## src/rtl/ipm_req_arbiter_pkg.sv

```systemverilog
// Types shared by the IPM request arbiter and its users.
package ipm_req_arbiter_pkg;

    typedef enum logic [1:0] {
        IPM_OP_MUL    = 2'd0,
        IPM_OP_MASK   = 2'd1,
        IPM_OP_UNMASK = 2'd2,
        IPM_OP_SQR    = 2'd3
    } ipm_op_e;

    typedef enum logic [1:0] {
        IDLE  = 2'd0,
        ISSUE = 2'd1,
        WAIT  = 2'd2,
        RESP  = 2'd3
    } ipm_arb_state_e;

    function automatic int wrap_inc(input int idx, input int n);
        return (idx + 1 >= n) ? 0 : idx + 1;
    endfunction

endpackage

```

## src/rtl/ipm_rr_arbiter.sv

```systemverilog
// Combinational winner select: lowest index, or first set bit at/after ptr_i with wrap.
module ipm_rr_arbiter #(
    parameter int NumReq    = 2,
    parameter bit FixedPrio = 1'b1
) (
    input  logic [NumReq-1:0]         req_i,
    input  logic [$clog2(NumReq)-1:0] ptr_i,
    output logic [$clog2(NumReq)-1:0] gnt_idx_o,
    output logic                      any_o
);
    localparam int IdxW = $clog2(NumReq);

    logic [IdxW-1:0]   start;
    logic [NumReq-1:0] rot;
    int                win;

    assign start = FixedPrio ? '0 : ptr_i;
    // Rotate so the highest-priority requester lands at bit 0.
    assign rot   = NumReq'({req_i, req_i} >> start);
    assign any_o = |req_i;

    always_comb begin
        win = 0;
        for (int i = NumReq - 1; i >= 0; i--) begin
            if (rot[i]) win = i;
        end
        win = win + int'(start);
        if (win >= NumReq) win = win - NumReq;
        gnt_idx_o = IdxW'(win);
    end

endmodule

```

## src/rtl/ipm_req_arbiter.sv

```systemverilog
// Shares one multi-cycle IPM unit between NumReq requesters: arbitrate, issue,
// watchdog the unit and return the result to the owner over valid/ready.
module ipm_req_arbiter
    import ipm_req_arbiter_pkg::*;
#(
    parameter int NumReq        = 2,
    parameter int TimeoutCycles = 64,
    parameter bit FixedPrio     = 1'b1
) (
    input  logic                      clk_i,
    input  logic                      rst_i,
    input  logic [NumReq-1:0]         req_valid_i,
    output logic [NumReq-1:0]         req_ready_o,
    input  ipm_op_e [NumReq-1:0]      req_op_i,
    input  logic [NumReq-1:0][31:0]   req_a_i,
    input  logic [NumReq-1:0][31:0]   req_b_i,
    output logic [NumReq-1:0]         rsp_valid_o,
    input  logic [NumReq-1:0]         rsp_ready_i,
    output logic [31:0]               rsp_result_o,
    output logic                      rsp_err_o,
    output logic                      ipm_en_o,
    output logic                      ipm_sel_o,
    output ipm_op_e                   ipm_operator_o,
    output logic [31:0]               ipm_operand_a_o,
    output logic [31:0]               ipm_operand_b_o,
    input  logic                      ipm_valid_i,
    input  logic [31:0]               ipm_result_i,
    output logic                      busy_o,
    output logic [$clog2(NumReq)-1:0] owner_o,
    output logic                      timeout_o
);
    localparam int IdxW = $clog2(NumReq);
    localparam int CntW = $clog2(TimeoutCycles);
    localparam logic [CntW-1:0] CntLast = CntW'(TimeoutCycles - 1);

    ipm_arb_state_e  state_q, state_d;
    logic [IdxW-1:0] owner_q, owner_d;
    logic [IdxW-1:0] ptr_q, ptr_d;
    ipm_op_e         op_q, op_d;
    logic [31:0]     a_q, a_d;
    logic [31:0]     b_q, b_d;
    logic [31:0]     res_q, res_d;
    logic            err_q, err_d;
    logic [CntW-1:0] cnt_q, cnt_d;
    logic [IdxW-1:0] gnt_idx;
    logic            any_req;

    ipm_rr_arbiter #(
        .NumReq   (NumReq),
        .FixedPrio(FixedPrio)
    ) u_arb (
        .req_i    (req_valid_i),
        .ptr_i    (ptr_q),
        .gnt_idx_o(gnt_idx),
        .any_o    (any_req)
    );

    always_ff @(posedge clk_i) begin
        if (rst_i) begin
            state_q <= IDLE;
            owner_q <= '0;
            ptr_q   <= '0;
            op_q    <= IPM_OP_MUL;
            a_q     <= '0;
            b_q     <= '0;
            res_q   <= '0;
            err_q   <= 1'b0;
            cnt_q   <= '0;
        end else begin
            state_q <= state_d;
            owner_q <= owner_d;
            ptr_q   <= ptr_d;
            op_q    <= op_d;
            a_q     <= a_d;
            b_q     <= b_d;
            res_q   <= res_d;
            err_q   <= err_d;
            cnt_q   <= cnt_d;
        end
    end

    always_comb begin
        state_d     = state_q;
        owner_d     = owner_q;
        ptr_d       = ptr_q;
        op_d        = op_q;
        a_d         = a_q;
        b_d         = b_q;
        res_d       = res_q;
        err_d       = err_q;
        cnt_d       = cnt_q;
        req_ready_o = '0;
        rsp_valid_o = '0;
        timeout_o   = 1'b0;
        case (state_q)
            IDLE: begin
                // The winner is always a valid requester, so ready implies handshake.
                if (any_req) begin
                    req_ready_o[gnt_idx] = 1'b1;
                    owner_d = gnt_idx;
                    op_d    = req_op_i[gnt_idx];
                    a_d     = req_a_i[gnt_idx];
                    b_d     = req_b_i[gnt_idx];
                    res_d   = '0;
                    err_d   = 1'b0;
                    state_d = ISSUE;
                end
            end
            ISSUE: begin
                cnt_d = '0;
                if (ipm_valid_i) begin
                    res_d   = ipm_result_i;
                    err_d   = 1'b0;
                    state_d = RESP;
                end else begin
                    state_d = WAIT;
                end
            end
            WAIT: begin
                // A result arriving on the expiry cycle still counts as a success.
                if (ipm_valid_i) begin
                    res_d   = ipm_result_i;
                    err_d   = 1'b0;
                    state_d = RESP;
                end else if (cnt_q == CntLast) begin
                    res_d     = '0;
                    err_d     = 1'b1;
                    timeout_o = 1'b1;
                    state_d   = RESP;
                end else begin
                    cnt_d = cnt_q + 1'b1;
                end
            end
            RESP: begin
                rsp_valid_o[owner_q] = 1'b1;
                if (rsp_ready_i[owner_q]) begin
                    ptr_d   = IdxW'(wrap_inc(int'(owner_q), NumReq));
                    state_d = IDLE;
                end
            end
            default: state_d = IDLE;
        endcase
    end

    assign ipm_en_o        = (state_q == ISSUE);
    assign ipm_sel_o       = (state_q == ISSUE) || (state_q == WAIT);
    assign busy_o          = (state_q != IDLE);
    assign owner_o         = owner_q;
    assign ipm_operator_o  = op_q;
    assign ipm_operand_a_o = a_q;
    assign ipm_operand_b_o = b_q;
    assign rsp_result_o    = res_q;
    assign rsp_err_o       = err_q;

endmodule

```

## config.mk

```make
export PLATFORM = sky130hd
export DESIGN_NAME = ipm_req_arbiter
export DESIGN_NICKNAME = d
export VERILOG_FILES = /design/src/rtl/ipm_req_arbiter_pkg.sv /design/src/rtl/ipm_rr_arbiter.sv /design/src/rtl/ipm_req_arbiter.sv
export SDC_FILE = /design/constraint.sdc
export NUM_CORES = 1
export LEC_CHECK = 0
export ABC_AREA = 1
export CORE_MARGIN = 2
export CORE_UTILIZATION = 43
export CTS_CLUSTER_DIAMETER = 60
export CTS_CLUSTER_SIZE = 12
export DETAILED_ROUTE_END_ITERATION = 16
export GPL_TIMING_DRIVEN = 0
export PLACE_DENSITY = 0.84
export SYNTH_ARGS = -nofsm -noshare
export SYNTH_HDL_FRONTEND = slang
export SYNTH_SLANG_ARGS = --single-unit
```

## constraint.sdc

```tcl
create_clock -name clk_i -period 2.7 [get_ports clk_i]
set_input_delay 0.405 -clock clk_i [delete_from_list [all_inputs] [get_ports clk_i]]
set_output_delay 0.405 -clock clk_i [all_outputs]
set_load 0.02 [all_outputs]
```

# After elaboration in Yosys (flattened, before gate mapping)
# Index checks and enable logic that the tools add are counted.
word_totals:
  inputBits: 171
  out_inout_bits: 108
  regBits: 108
  elab_cells: 77
classes:
  n_eq_ne: 10
  n_reduce_logical: 12
  n_addsub: 2
  muxes: 40
  magnitude_cmp: 5
op_table:
  columns: ["cell", "count"]
  rows:
  - ["32-bit two-way mux", 8]
  - ["32-bit one-hot mux with 3 select lines", 1]
  - ["2-bit two-way mux", 9]
  - ["1-bit two-way mux", 15]
  - ["6-bit two-way mux", 2]
  - ["6-bit one-hot mux with 2 select lines", 1]
  - ["2-bit != test, second input constant", 4]
  - ["2-bit one-hot mux with 4 select lines", 1]
  - ["6-bit by 1-bit adder with 6-bit output, second input constant", 1]
  - ["6-bit equality test, second input constant", 1]
  - ["3-bit AND reduction", 2]
  - ["2-bit equality test, second input constant", 2]
  - ["1-bit by 2-bit < comparator with 1-bit output, second input constant", 2]
  - ["4-bit AND reduction", 1]
  - ["2-bit nonzero test", 2]
  - ["3-bit != test, second input constant", 1]
  - ["1-bit one-hot mux with 3 select lines", 1]
  - ["3-bit nonzero test", 1]
  - ["1-bit demux with 1-bit select", 2]
  - ["2-bit by 1-bit equality test with 1-bit output, second input constant", 1]
  - ["1-bit greater-or-equal comparator, second input constant", 2]
  - ["1-bit by 2-bit greater-or-equal comparator with 1-bit output, second input constant", 1]
  - ["1-bit logical AND", 2]
  - ["2-bit logical NOT", 1]
  - ["5 further kinds", 5]

# Depth between registers and ports, before layout
logic_depth:
  ltp_word: 10
  depth_mapped: 9
  ltp_nobuf: 8

# By module
# Synthesis repeated with hierarchy kept, for this count alone.
unflattened:
  hier_cells: 826
  hier_area_um2: 5317.6
modules_own_cells:
  columns: ["mod", "seq_area_each_um2", "n_inst", "area_per_inst_um2", "cells_each"]
  rows:
  - ["ipm_req_arbiter", 2182.1, 1, 5302.6, 822]
  - ["ipm_rr_arbiter", 0.0, 1, 15.0, 4]

# Least setup slack after synthesis
# Ideal clock, no wire load.
synth_timing:
  path_type: "register -> register"
  start: "register state_q[0]"
  end: "register cnt_q[4]"
  slack_ps: 875
  t_required_ps: 2584
  path_buffers: 1
  path_stages_with_launch: 9
  arrival_ps: 1709
  path_cell_list: "dfxtp_1 > inv_1 > ha_1 > buf_2 > inv_1 > a21oi_1 > nand2_1 > o21ai_0 > nor2_1"
synth_between:
  elab_chain_len: 3
  elab_cells_between_ends: 7
synth_lines:
  columns: ["element", "line", "text"]
  rows:
  - ["start, declared", "ipm_req_arbiter.sv:36", "ipm_arb_state_e state_q, state_d;"]
  - ["start signal, assigned", "ipm_req_arbiter.sv:70", "state_q <= state_d;"]
  - ["2-bit equality test / 2-bit by 1-bit equality test with 1-bit output (equally long branches)", "ipm_req_arbiter.sv:95", "case (state_q)"]
  - ["2-bit != test (no line) / 2-bit nonzero test (equally long branches)", null, null]
  - ["3-bit AND reduction (no line)", null, null]
  - ["end signal, assigned", "ipm_req_arbiter.sv:78", "cnt_q <= cnt_d;"]
  - ["end, declared", "ipm_req_arbiter.sv:44", "logic [CntW-1:0] cnt_q, cnt_d;"]
# Several ways; a longest one is shown, not always the timed one.
# A chain may end at the register's enable or synchronous reset.

# Worst setup path in the final report
layout_timing:
  start: "input req_valid_i[1]"
  end: "output req_ready_o[1]"
layout_between:
  elab_chain_len: 10
  elab_cells_between_ends: 13
layout_lines:
  columns: ["element", "line", "text"]
  rows:
  - ["start, declared", "ipm_req_arbiter.sv:12", "input logic [NumReq-1:0] req_valid_i,"]
  - ["1-bit two-way mux (2 in series)", "ipm_rr_arbiter.sv:25", "if (rot[i]) win = i;"]
  - ["1-bit by 2-bit greater-or-equal comparator with 1-bit output / 1-bit subtractor (equally long branches)", "ipm_rr_arbiter.sv:28", "if (win >= NumReq) win = win - NumReq;"]
  - ["1-bit two-way mux", "ipm_rr_arbiter.sv:28", null]
  - ["1-bit by 2-bit < comparator with 1-bit output (implied by the code) / 1-bit greater-or-equal comparator (equally long branches)", "ipm_req_arbiter.sv:99", "req_ready_o[gnt_idx] = 1'b1;"]
  - ["1-bit logical AND (implied by the code)", "ipm_req_arbiter.sv:99", null]
  - ["1-bit two-way mux (implied by the code)", "ipm_req_arbiter.sv:99", null]
  - ["1-bit demux with 1-bit select", "ipm_req_arbiter.sv:99", null]
  - ["2-bit two-way mux *", "ipm_req_arbiter.sv:98", "if (any_req) begin"]
  - ["2-bit two-way mux *", "ipm_req_arbiter.sv:95", null]
  - ["end, declared", "ipm_req_arbiter.sv:13", "output logic [NumReq-1:0] req_ready_o,"]
# Every way passes the cells marked *; elsewhere a longest branch is shown, timed or not.

==> results.md <==
* Status: complete, no violations
* Max clock buf depth at 2
* Final Cell Area at 0.00847 sq mm
* Routed length per instance at 14.9 um
* Worst Path Arrival at 1870 ps
* Post-route ant nets at 0
* Fmax at 440 MHz
* Die area at 0.0129 sq mm
* Post-synth cell types at 24
* CP Capture Type: output pin
* Max VDD drop at 0.000568 V
* Layout cells sized above 1 at 4.73%
* CTS Buf Count at 9
* CTS clk-pin slew, worst paths at roughly 70 ps
* H-tree depth at 3
* Crit-path max cell delay at 450 ps
* Pwr Density at ~1100 mW/mm^2
* Number of hold violations in the final report at 0
* Ports at around 280
* DRT met1 WL at 6.99 mm
* Iteration-0 DRC Markers at 569
* Fin Setup TNS at 0 ps
* Syn_area_per_cell at 6.79 sq um
* Ant diodes at 0
* Post-synthesis cell count at between 700 and 800
* Global-route wire length before repair at 28.4 mm
* RSZ-0062 raised after global routing: no
* Worst-Skew Late Latency at 340 ps
* Commonest cells after routing, fill and taps aside: 276 x clkdlybuf4s50_1, 222 x nand2_1, 108 x dfxtp_1, 89 x inv_1, 69 x o21ai_0
* GRT overflow at 0
* Vias in the first global route at about 5800
* Leak at 3.72 nW
* Flops & latches, synth at 108
* GP Congestion at 0.942
* Seq/Total Area, Yosys at 41.7%
* Top Metal Used: met4
* Vias at 5963
* Worst min path class: reg -> reg
* Most used cell along the critical path: inv_1
* Post-Route WL at 18.0 mm
* Slew of the pin with the lowest slew margin at 488 ps
* Fillers at 970
* CTS Sinks at 108
* Hold-fix buffers, CTS at 0
* Root buffer cell: clkbuf_16
* Crit-path max FO at 10
* All-Layer GR Usage at 27.6%
* Final nets at 1229
* Clock Skews at 3.62 ps
* Placed inst area at just over 0.008 sq mm
* Largest net degree at the start of global routing at 17
* Vias/cell at 4.95
* Cell area after synthesis at about 0.0052 sq mm
* Finish-stage setup viols at 0
* Maxcap violations at 0
* Drc violations at 0
* Final count of pins violating max slew at 0
* Die Width at around 110 um
* Storage element area at ~0.0022 sq mm
* Synth warn at 0
* Multi-input gate area at 0.00239 sq mm
* Setup bufs post-CTS at 0
* Rows at 40
* Die height at roughly 110 um
* Initial antenna violation count at 0
* Met2 Routed Length at between 8 and 9 mm
* Initial core utilization at between 40% and 50%
* Core Area at 0.0119 sq mm
* Final hold slack at around 490 ps
* Syn-to-layout area delta at 63.5%
* Net Count, Synth at 940
* PostCTS Resize Cnt at 0
* Most common cell after layout, fill and taps aside: clkdlybuf4s50_1
* PortBufs at 278
* Crit Path Category: in -> out
* DR WL met3 at 1.69 mm
* CP max stage cell: clkdlybuf4s50_1
* Req. time, crit path at 2300 ps
* DP HPWL at 13.9 mm
* Startpoint Class: input pin
* Post-route minimum period at 2270 ps
* CTS tree: yes
* Worst-path cell chain: clkdlybuf4s50_1, inv_1, nor2_2, inv_1, buf_2, nor2_1, dlymetal6s2s_1
* Max transition margin at 67.5%
* Fin crit share at 84.1%
* DRT Pass-1 Iters at 5
## registers in the layout, summed over array words and instances (netlist names)
register,flops
ipm_operand_b_o,32
state_q,2
ipm_operand_a_o,32
rsp_err_o,1
owner_o,1
cnt_q,6
ipm_operator_o,2
rsp_result_o,32
## routing by layer
layer / vias up / track usage, %
met2: 231 / 48.9
met3: 37 / 8.82
met4: 0 / 10.7
met5: - / 0
li1: 3060 / -
met1: 2635 / 30.9
## final timing paths
kind                            depth (start not counted)           start  slack (ps)             end
worst min-delay path                                    2        cnt_q[1]         490        cnt_q[1]
worst min register to register                          2        cnt_q[1]         490        cnt_q[1]
worst max register to register                          8      state_q[0]         650        cnt_q[4]
worst max-delay path                                    7  req_valid_i[1]         430  req_ready_o[1]
## power by group
part / total, W / internal [W] / switching [W]
sequential: 0.00251 / 0.00220 / 0.000313
clock: 0.00143 / 0.000835 / 0.000590
combinational: 0.00511 / 0.00218 / 0.00293
total: 0.00905 / 0.00521 / 0.00383
## through the flow
stage	util, %	setup WS (ps)	std cells	total power (W)
after global placement	68.7	78.6	1188	0.00756
after floorplan	-	875	763	0.00550
final	71.4	430	1204	0.00905
after detailed placement	68.7	64.8	1188	0.00761
after CTS	71.4	37.8	1204	0.00907
after global routing	71.4	323	1204	0.00970
## layout make-up
| cell class | instances | share of cell area [%] |
|---|---|---|
| Sequential cell | 108 | 25.5 |
| Clock inverter | 5 | 0.887 |
| Clock buffer | 11 | 2.87 |
| Tap cell | 147 | 2.17 |
| Buffer | 58 | 3.31 |
| Timing Repair Buffer | 278 | 32.9 |
| Multi-Input combinational cell | 504 | 28.2 |
| Inverter | 93 | 4.12 |
## synth_stat cells
cell type	number	area, sq um
nand2_1	222	833
dfxtp_1	108	2160
inv_1	89	334
o21ai_0	69	345
a31oi_1	66	413
nor2_1	52	195
nand3_1	41	205
nand4_1	33	206
clkbuf_1	30	113
buf_2	20	100
a21oi_1	6	30.0
ha_1	6	75.1
buf_4	4	30.0
buf_6	3	33.8
inv_2	3	11.3
a21oi_2	2	17.5
o21ai_1	2	10.0
buf_1	1	3.75
clkinv_1	1	3.75
nand3_4	1	17.5
nor2_2	1	6.26
o21a_1	1	7.51
o21bai_4	1	18.8
o22ai_1	1	6.26
## worst max-delay path, delay by kind of cell
kind / cells / cell delay [ps]
buffers and inverters: 5 / 1120
and+or+nand+nor: 2 / 330
## cell families (layout without fill, tap and decap cells)
logic type	count (synthesis)	in the layout	synth area share, %
simple gates	350	350	28.3
compound gates	148	148	16.4
fa+ha+maj	6	6	1.45
flops	108	108	41.7
buf+inv	151	445	12.2
(Power assumes the default switching activity.)
